<file path="config.mk">
export PLATFORM = sky130hd
export DESIGN_NAME = demux4_stream
export DESIGN_NICKNAME = d
export VERILOG_FILES = /design/src/rtl/demux4_stream_pkg.sv /design/src/rtl/demux4_stream_slot.sv /design/src/rtl/demux4_stream.sv
export SDC_FILE = /design/constraint.sdc
export NUM_CORES = 1
export LEC_CHECK = 0
export CELL_PAD_IN_SITES_DETAIL_PLACEMENT = 1
export CELL_PAD_IN_SITES_GLOBAL_PLACEMENT = 2
export CORE_MARGIN = 1.5
export CORE_UTILIZATION = 35
export CTS_BUF_LIST = sky130_fd_sc_hd__clkbuf_4
export CTS_CLUSTER_DIAMETER = 100
export CTS_CLUSTER_SIZE = 40
export DETAILED_ROUTE_END_ITERATION = 12
export GPL_ROUTABILITY_DRIVEN = 0
export PLACE_DENSITY_LB_ADDON = 0.1
export SLEW_MARGIN = 20
export SYNTH_ARGS = -nofsm -noshare
export SYNTH_HDL_FRONTEND = slang
export SYNTH_HIERARCHICAL = 1
export SYNTH_SLANG_ARGS = --single-unit
</file>
<file path="constraint.sdc">
create_clock -name clk -period 3.6 [get_ports clk]
set_input_delay 0.72 -clock clk [delete_from_list [all_inputs] [get_ports clk]]
set_output_delay 0.72 -clock clk [all_outputs]
set_load 0.01 [all_outputs]
</file>
<file path="src/rtl/demux4_stream_pkg.sv">
// Shared definitions for the 1-to-4 stream demultiplexer: channel count,
// slot state encoding, counter widths and a saturating drop-count adder.
package mopshub_demux_pkg;

  localparam int NUM_CH  = 4;
  localparam int STALL_W = 8;
  localparam int DROP_W  = 8;

  // A channel slot either holds an undelivered word or it does not.
  typedef enum logic {
    SLOT_EMPTY = 1'b0,
    SLOT_FULL  = 1'b1
  } slot_state_t;

  // Number of channels that discarded a word on the same edge.
  function automatic logic [2:0] count_fires(input logic [NUM_CH-1:0] fires);
    logic [2:0] n;
    n = 3'd0;
    for (int i = 0; i < NUM_CH; i++) begin
      n = n + {2'b00, fires[i]};
    end
    return n;
  endfunction

  // Add several discards at once, sticking at the all-ones value.
  function automatic logic [DROP_W-1:0] sat_add_drop(input logic [DROP_W-1:0] cnt,
                                                     input logic [2:0]        inc);
    logic [DROP_W:0] sum;
    sum = {1'b0, cnt} + {{(DROP_W-2){1'b0}}, inc};
    return sum[DROP_W] ? {DROP_W{1'b1}} : sum[DROP_W-1:0];
  endfunction

endpackage

</file>
<file path="src/rtl/demux4_stream_slot.sv">
// One output channel of the demultiplexer: a single-word holding slot with a
// stall counter that discards the word after TIMEOUT consecutive stalled
// cycles and flags the discard with a one-cycle pulse.
//
// Handshake: a word moves on a rising edge only when its valid and the
// matching ready are both high; valid never depends on ready, and ready is
// ignored while valid is low.
module demux_slot
  import mopshub_demux_pkg::*;
#(
  parameter int N       = 16,
  parameter int TIMEOUT = 255
) (
  input  logic         clk,
  input  logic         rst,
  input  logic         load,
  input  logic [N-1:0] load_data,
  input  logic         ready,
  output slot_state_t  state,
  output logic [N-1:0] data,
  output logic         timeout_fire,
  output logic         timeout_err
);

  // Stall count at which the next stalled edge is the TIMEOUT-th one.
  localparam logic [STALL_W-1:0] LAST_STALL = STALL_W'(TIMEOUT - 1);

  logic [STALL_W-1:0] stall_cnt;

  // Discard only when the word is still stuck on this edge: a delivery or a
  // fresh load on the same edge wins over the timeout.
  always_comb begin
    timeout_fire = (state == SLOT_FULL) && !ready && !load && (stall_cnt == LAST_STALL);
  end

  // Slot state, held word, stall counter and registered discard pulse.
  always_ff @(posedge clk or posedge rst) begin
    if (rst) begin
      state       <= SLOT_EMPTY;
      data        <= '0;
      stall_cnt   <= '0;
      timeout_err <= 1'b0;
    end else begin
      timeout_err <= timeout_fire;
      if (load) begin
        // Covers both the empty-slot load and the deliver-and-reload case.
        state     <= SLOT_FULL;
        data      <= load_data;
        stall_cnt <= '0;
      end else if (state == SLOT_FULL) begin
        if (ready || timeout_fire) begin
          state     <= SLOT_EMPTY;
          stall_cnt <= '0;
        end else begin
          stall_cnt <= stall_cnt + 1'b1;
        end
      end
    end
  end

endmodule

</file>
<file path="src/rtl/demux4_stream.sv">
// 1-to-4 stream router: each accepted word goes to the channel named by
// sel_in at acceptance. Each channel holds one word until its consumer takes
// it or it times out; discards are counted in a saturating drop counter.
//
// Handshake: input accepted on a rising edge when valid_in & ready_out;
// channel k delivers when valid_out[k] & ready_in[k]. ready_out looks only
// at the selected channel, so a stalled channel never blocks the others.
module demux4_stream
  import mopshub_demux_pkg::*;
#(
  parameter int N       = 16,
  parameter int TIMEOUT = 255
) (
  input  logic               clk,
  input  logic               rst,
  input  logic [N-1:0]       data_in,
  input  logic [1:0]         sel_in,
  input  logic               valid_in,
  output logic               ready_out,
  output logic [N-1:0]       data_out0,
  output logic [N-1:0]       data_out1,
  output logic [N-1:0]       data_out2,
  output logic [N-1:0]       data_out3,
  output logic [NUM_CH-1:0]  valid_out,
  input  logic [NUM_CH-1:0]  ready_in,
  output logic [NUM_CH-1:0]  timeout_err,
  output logic [DROP_W-1:0]  drop_cnt
);

  slot_state_t       slot_state [NUM_CH];
  logic [N-1:0]      slot_data  [NUM_CH];
  logic [NUM_CH-1:0] load;
  logic [NUM_CH-1:0] fire;
  logic              accept;

  // Ready for the selected channel and one-hot load decode.
  always_comb begin
    ready_out = !valid_out[sel_in] || ready_in[sel_in];
    accept    = valid_in && ready_out;
    load      = '0;
    for (int k = 0; k < NUM_CH; k++) begin
      load[k] = accept && (sel_in == 2'(k));
    end
  end

  for (genvar k = 0; k < NUM_CH; k++) begin : g_slot
    demux_slot #(
      .N       (N),
      .TIMEOUT (TIMEOUT)
    ) u_slot (
      .clk          (clk),
      .rst          (rst),
      .load         (load[k]),
      .load_data    (data_in),
      .ready        (ready_in[k]),
      .state        (slot_state[k]),
      .data         (slot_data[k]),
      .timeout_fire (fire[k]),
      .timeout_err  (timeout_err[k])
    );
    assign valid_out[k] = (slot_state[k] == SLOT_FULL);
  end

  assign data_out0 = slot_data[0];
  assign data_out1 = slot_data[1];
  assign data_out2 = slot_data[2];
  assign data_out3 = slot_data[3];

  // Saturating count of discarded words, all channels summed per edge.
  always_ff @(posedge clk or posedge rst) begin
    if (rst) begin
      drop_cnt <= '0;
    end else if (|fire) begin
      drop_cnt <= sat_add_drop(drop_cnt, count_fires(fire));
    end
  end

endmodule

</file>
==> reports/results.txt <==
Initial drt markers - 204
Syn Nets - 459
Final Cell Area - 6700 µm²
Critical Path RT - 4040 ps
Routed wire length - 14.0 mm
Post-synthesis xor/xnor area fraction - 0%
Leakage power - 2.91 nW
Placed cell areas - 6580 µm²
I/O Buffers - 105
Setup Skew - 14.4 ps
Total Power - 2.89 mW
Die area - 15400 µm²
Initial antenna violation count - 0
Peak ir drop on the vdd network - 201 µV
Ys Warns - 6
Number of flops mapped to enable cells by yosys - 0
Layout fillers - 1546
Setup_tns - 0 ps
Die width - 124 µm
Number of distinct library cells after synthesis - 41
Slowest-stage cell, CP - clkdlybuf4s50_1
RSZ-0062 raised after global routing - false
Vias in the first global route - 4084
Max Fanout on Critical Path - 4
Max clock buf depth - 2
IO Pins - 106
Slew HR - 52.7%
Netlist Area Pre-Place - 5120 µm²
Initial DRT Pass Iterations - 4
Vias - 3835
Core area - 14400 µm²
Avg Inst Size Synth - 12.1 µm²
Fmax - 0.290 GHz
Final Hold Fails - 0
Vias per cell - 5.15
Global route overflow - 0
Total GRT Usage - 19.4%
First-pass GRT wire length - 22.4 mm
Ys flop type - dfrtp_1
Final setup fails - 0
Post-DR wirelength/cell - 18.9 µm
Root buf cell - clkbuf_4
CP Capture Type - flip-flop
Count of pins over their slew limit - 0
CP arrival - 3900 ps
Sink Count - 112
Die Y - 124 µm
Power density cells - 431 nW/µm²
Crit start category - input port
Critical-path cell list - clkdlybuf4s50_1, nor2b_2, nor4b_2, or3b_4, nor3_2, fa_1, inv_1, fa_1, inv_1, fa_1, nand3_1, or2_2, a21boi_0, o22a_1
Adder-cell share of the synthesized area - 3.37%
Most common cell after layout, fill and taps aside - dfrtp_1
Layout cells sized above 1 - 24.5%
Initial core utilization - 35.5%
Cells after Synth - 422
CP peak stage delay - 540 ps
Final worst path period share - 95.9%
Most frequent cells in the layout - 112 x dfrtp_1, 105 x clkdlybuf4s50_1, 68 x mux2_2
TritonCTS clock tree - done
Number of diodes - 0
Worst path bufs/invs - 3
Area Growth Syn to Fin - 30.9%
R2R setup slack - 350 ps
Clock Latency Late Sink - 480 ps
Largest net degree at the start of global routing - 22
CP delay by family, top - simple AND/OR/NAND/NOR gates
Crit path kind - in2reg
Post-synthesis async set-or-reset flop share - 100%
Worst-path clk slew - 180 ps
Sequential fraction of the synthesis area - 54.8%
Hold Crit Class - reg2reg
Antenna Nets Post-Route - 0
Num rows - 44
Status - completed
Most frequent CP cell - fa_1
# H-tree levels - 3
Min Tclk post-route - 3450 ps
#FFs+latches synth - 112
Multiplexer area fraction after synthesis - 15.7%
Complex-gate fraction of the synthesized area - 9.83%
Dpl hpwl - 10.0 mm
Final nets - 592
Largest family of logic cells by synthesized area - multiplexers
Drc violations - 0
# Max-Cap Violations - 0
Worst Tran Pin Value - 708 ps
Simple-gate share of the synthesized area - 13.2%
CTS Buf Count - 9
[layer usage]
metal,up-vias,wire [µm],global-route usage (%)
li1,1789,-,-
met4,0,147,4.55
met1,1974,6820,27.9
met5,-,0,0
met3,8,469,4.44
met2,64,6590,29.8
[final timing paths]
kind / start / endpoint / cells after the start
max: ready_in[0] / drop_cnt[3] / 14
min reg2reg: g_slot[1].u_slot/stall_cnt[6] / g_slot[1].u_slot/stall_cnt[6] / 1
max in group asynchronous: rst / g_slot[2].u_slot/stall_cnt[4] / 3
min: g_slot[1].u_slot/stall_cnt[6] / g_slot[1].u_slot/stall_cnt[6] / 1
max reg2reg: g_slot[2].u_slot/state / drop_cnt[5] / 13
min in group asynchronous: rst / g_slot[0].u_slot/data[6] / 2
[through the flow]
stage / cells / util (%) / worst slack [ps] / hold WS (ps)
2_1_floorplan: 422 / - / 38.4 / 453
5_1_grt: 744 / 46.5 / 11.4 / 523
3_3_place_gp: 728 / 45.6 / -405 / 472
3_5_place_dp: 728 / 45.6 / -571 / 483
6_report: 744 / 46.5 / 149 / 499
4_1_cts: 744 / 46.4 / 14.9 / 506
[synth_stat cells, types with 5 or more instances]
cell type,count,area (µm²)
mux2_2,68,766
nand4_1,5,31.3
nand3_1,14,70.1
a21oi_1,18,90.1
nor3_1,7,35.0
a41oi_1,9,78.8
ha_1,9,113
nand2b_1,8,50.1
or2_2,5,31.3
nor2b_1,10,62.6
nor2_1,16,60.1
dfrtp_1,112,2800
o21ai_0,9,45.0
a31oi_1,23,144
inv_1,18,67.6
buf_6,5,56.3
nand2_1,27,101
[report_power, final]
part	switching, mW	internal [mW]	leakage, nW
clock network	0.435	0.141	0.0556
logic	0.310	0.461	1.43
registers	0.116	1.43	1.42
[what timing repair did]
item                                   4_1_cts  5_1_grt
gates resized for setup                      0        3
endpoints found under the hold margin        0        0
hold buffers                                 0        0
setup endpoints to repair                    0        7
buffers inserted                             0        0
[sequential cells by signal, indices dropped and copies added, names as in the netlist]
register	cells
g_slot.u_slot/data	64
g_slot.u_slot/stall_cnt	32
drop_cnt	8
g_slot.u_slot/state	4
g_slot.u_slot/timeout_err	4
[area by class of cell]
cell class / instances / area (µm²) / share of cell area (%)
Timing Repair Buffer: 136 / 1300 / 19.3
Inverter: 18 / 67.6 / 1.01
Clock inverter: 7 / 48.8 / 0.728
Clock buffer: 9 / 67.6 / 1.01
Multi-Input combinational cell: 278 / 2190 / 32.7
Tap cell: 184 / 230 / 3.44
Sequential cell: 112 / 2800 / 41.8
[cell families after synthesis]
logic type,count (synthesis)
multiplexers,71
flip-flops,112
adder cells (fa/ha/maj),12
AND/OR/NAND/NOR,120
buffers and inverters,32
AO/OA/AOI/OAI,75
No activity file was read; power rests on OpenSTA's default activity.
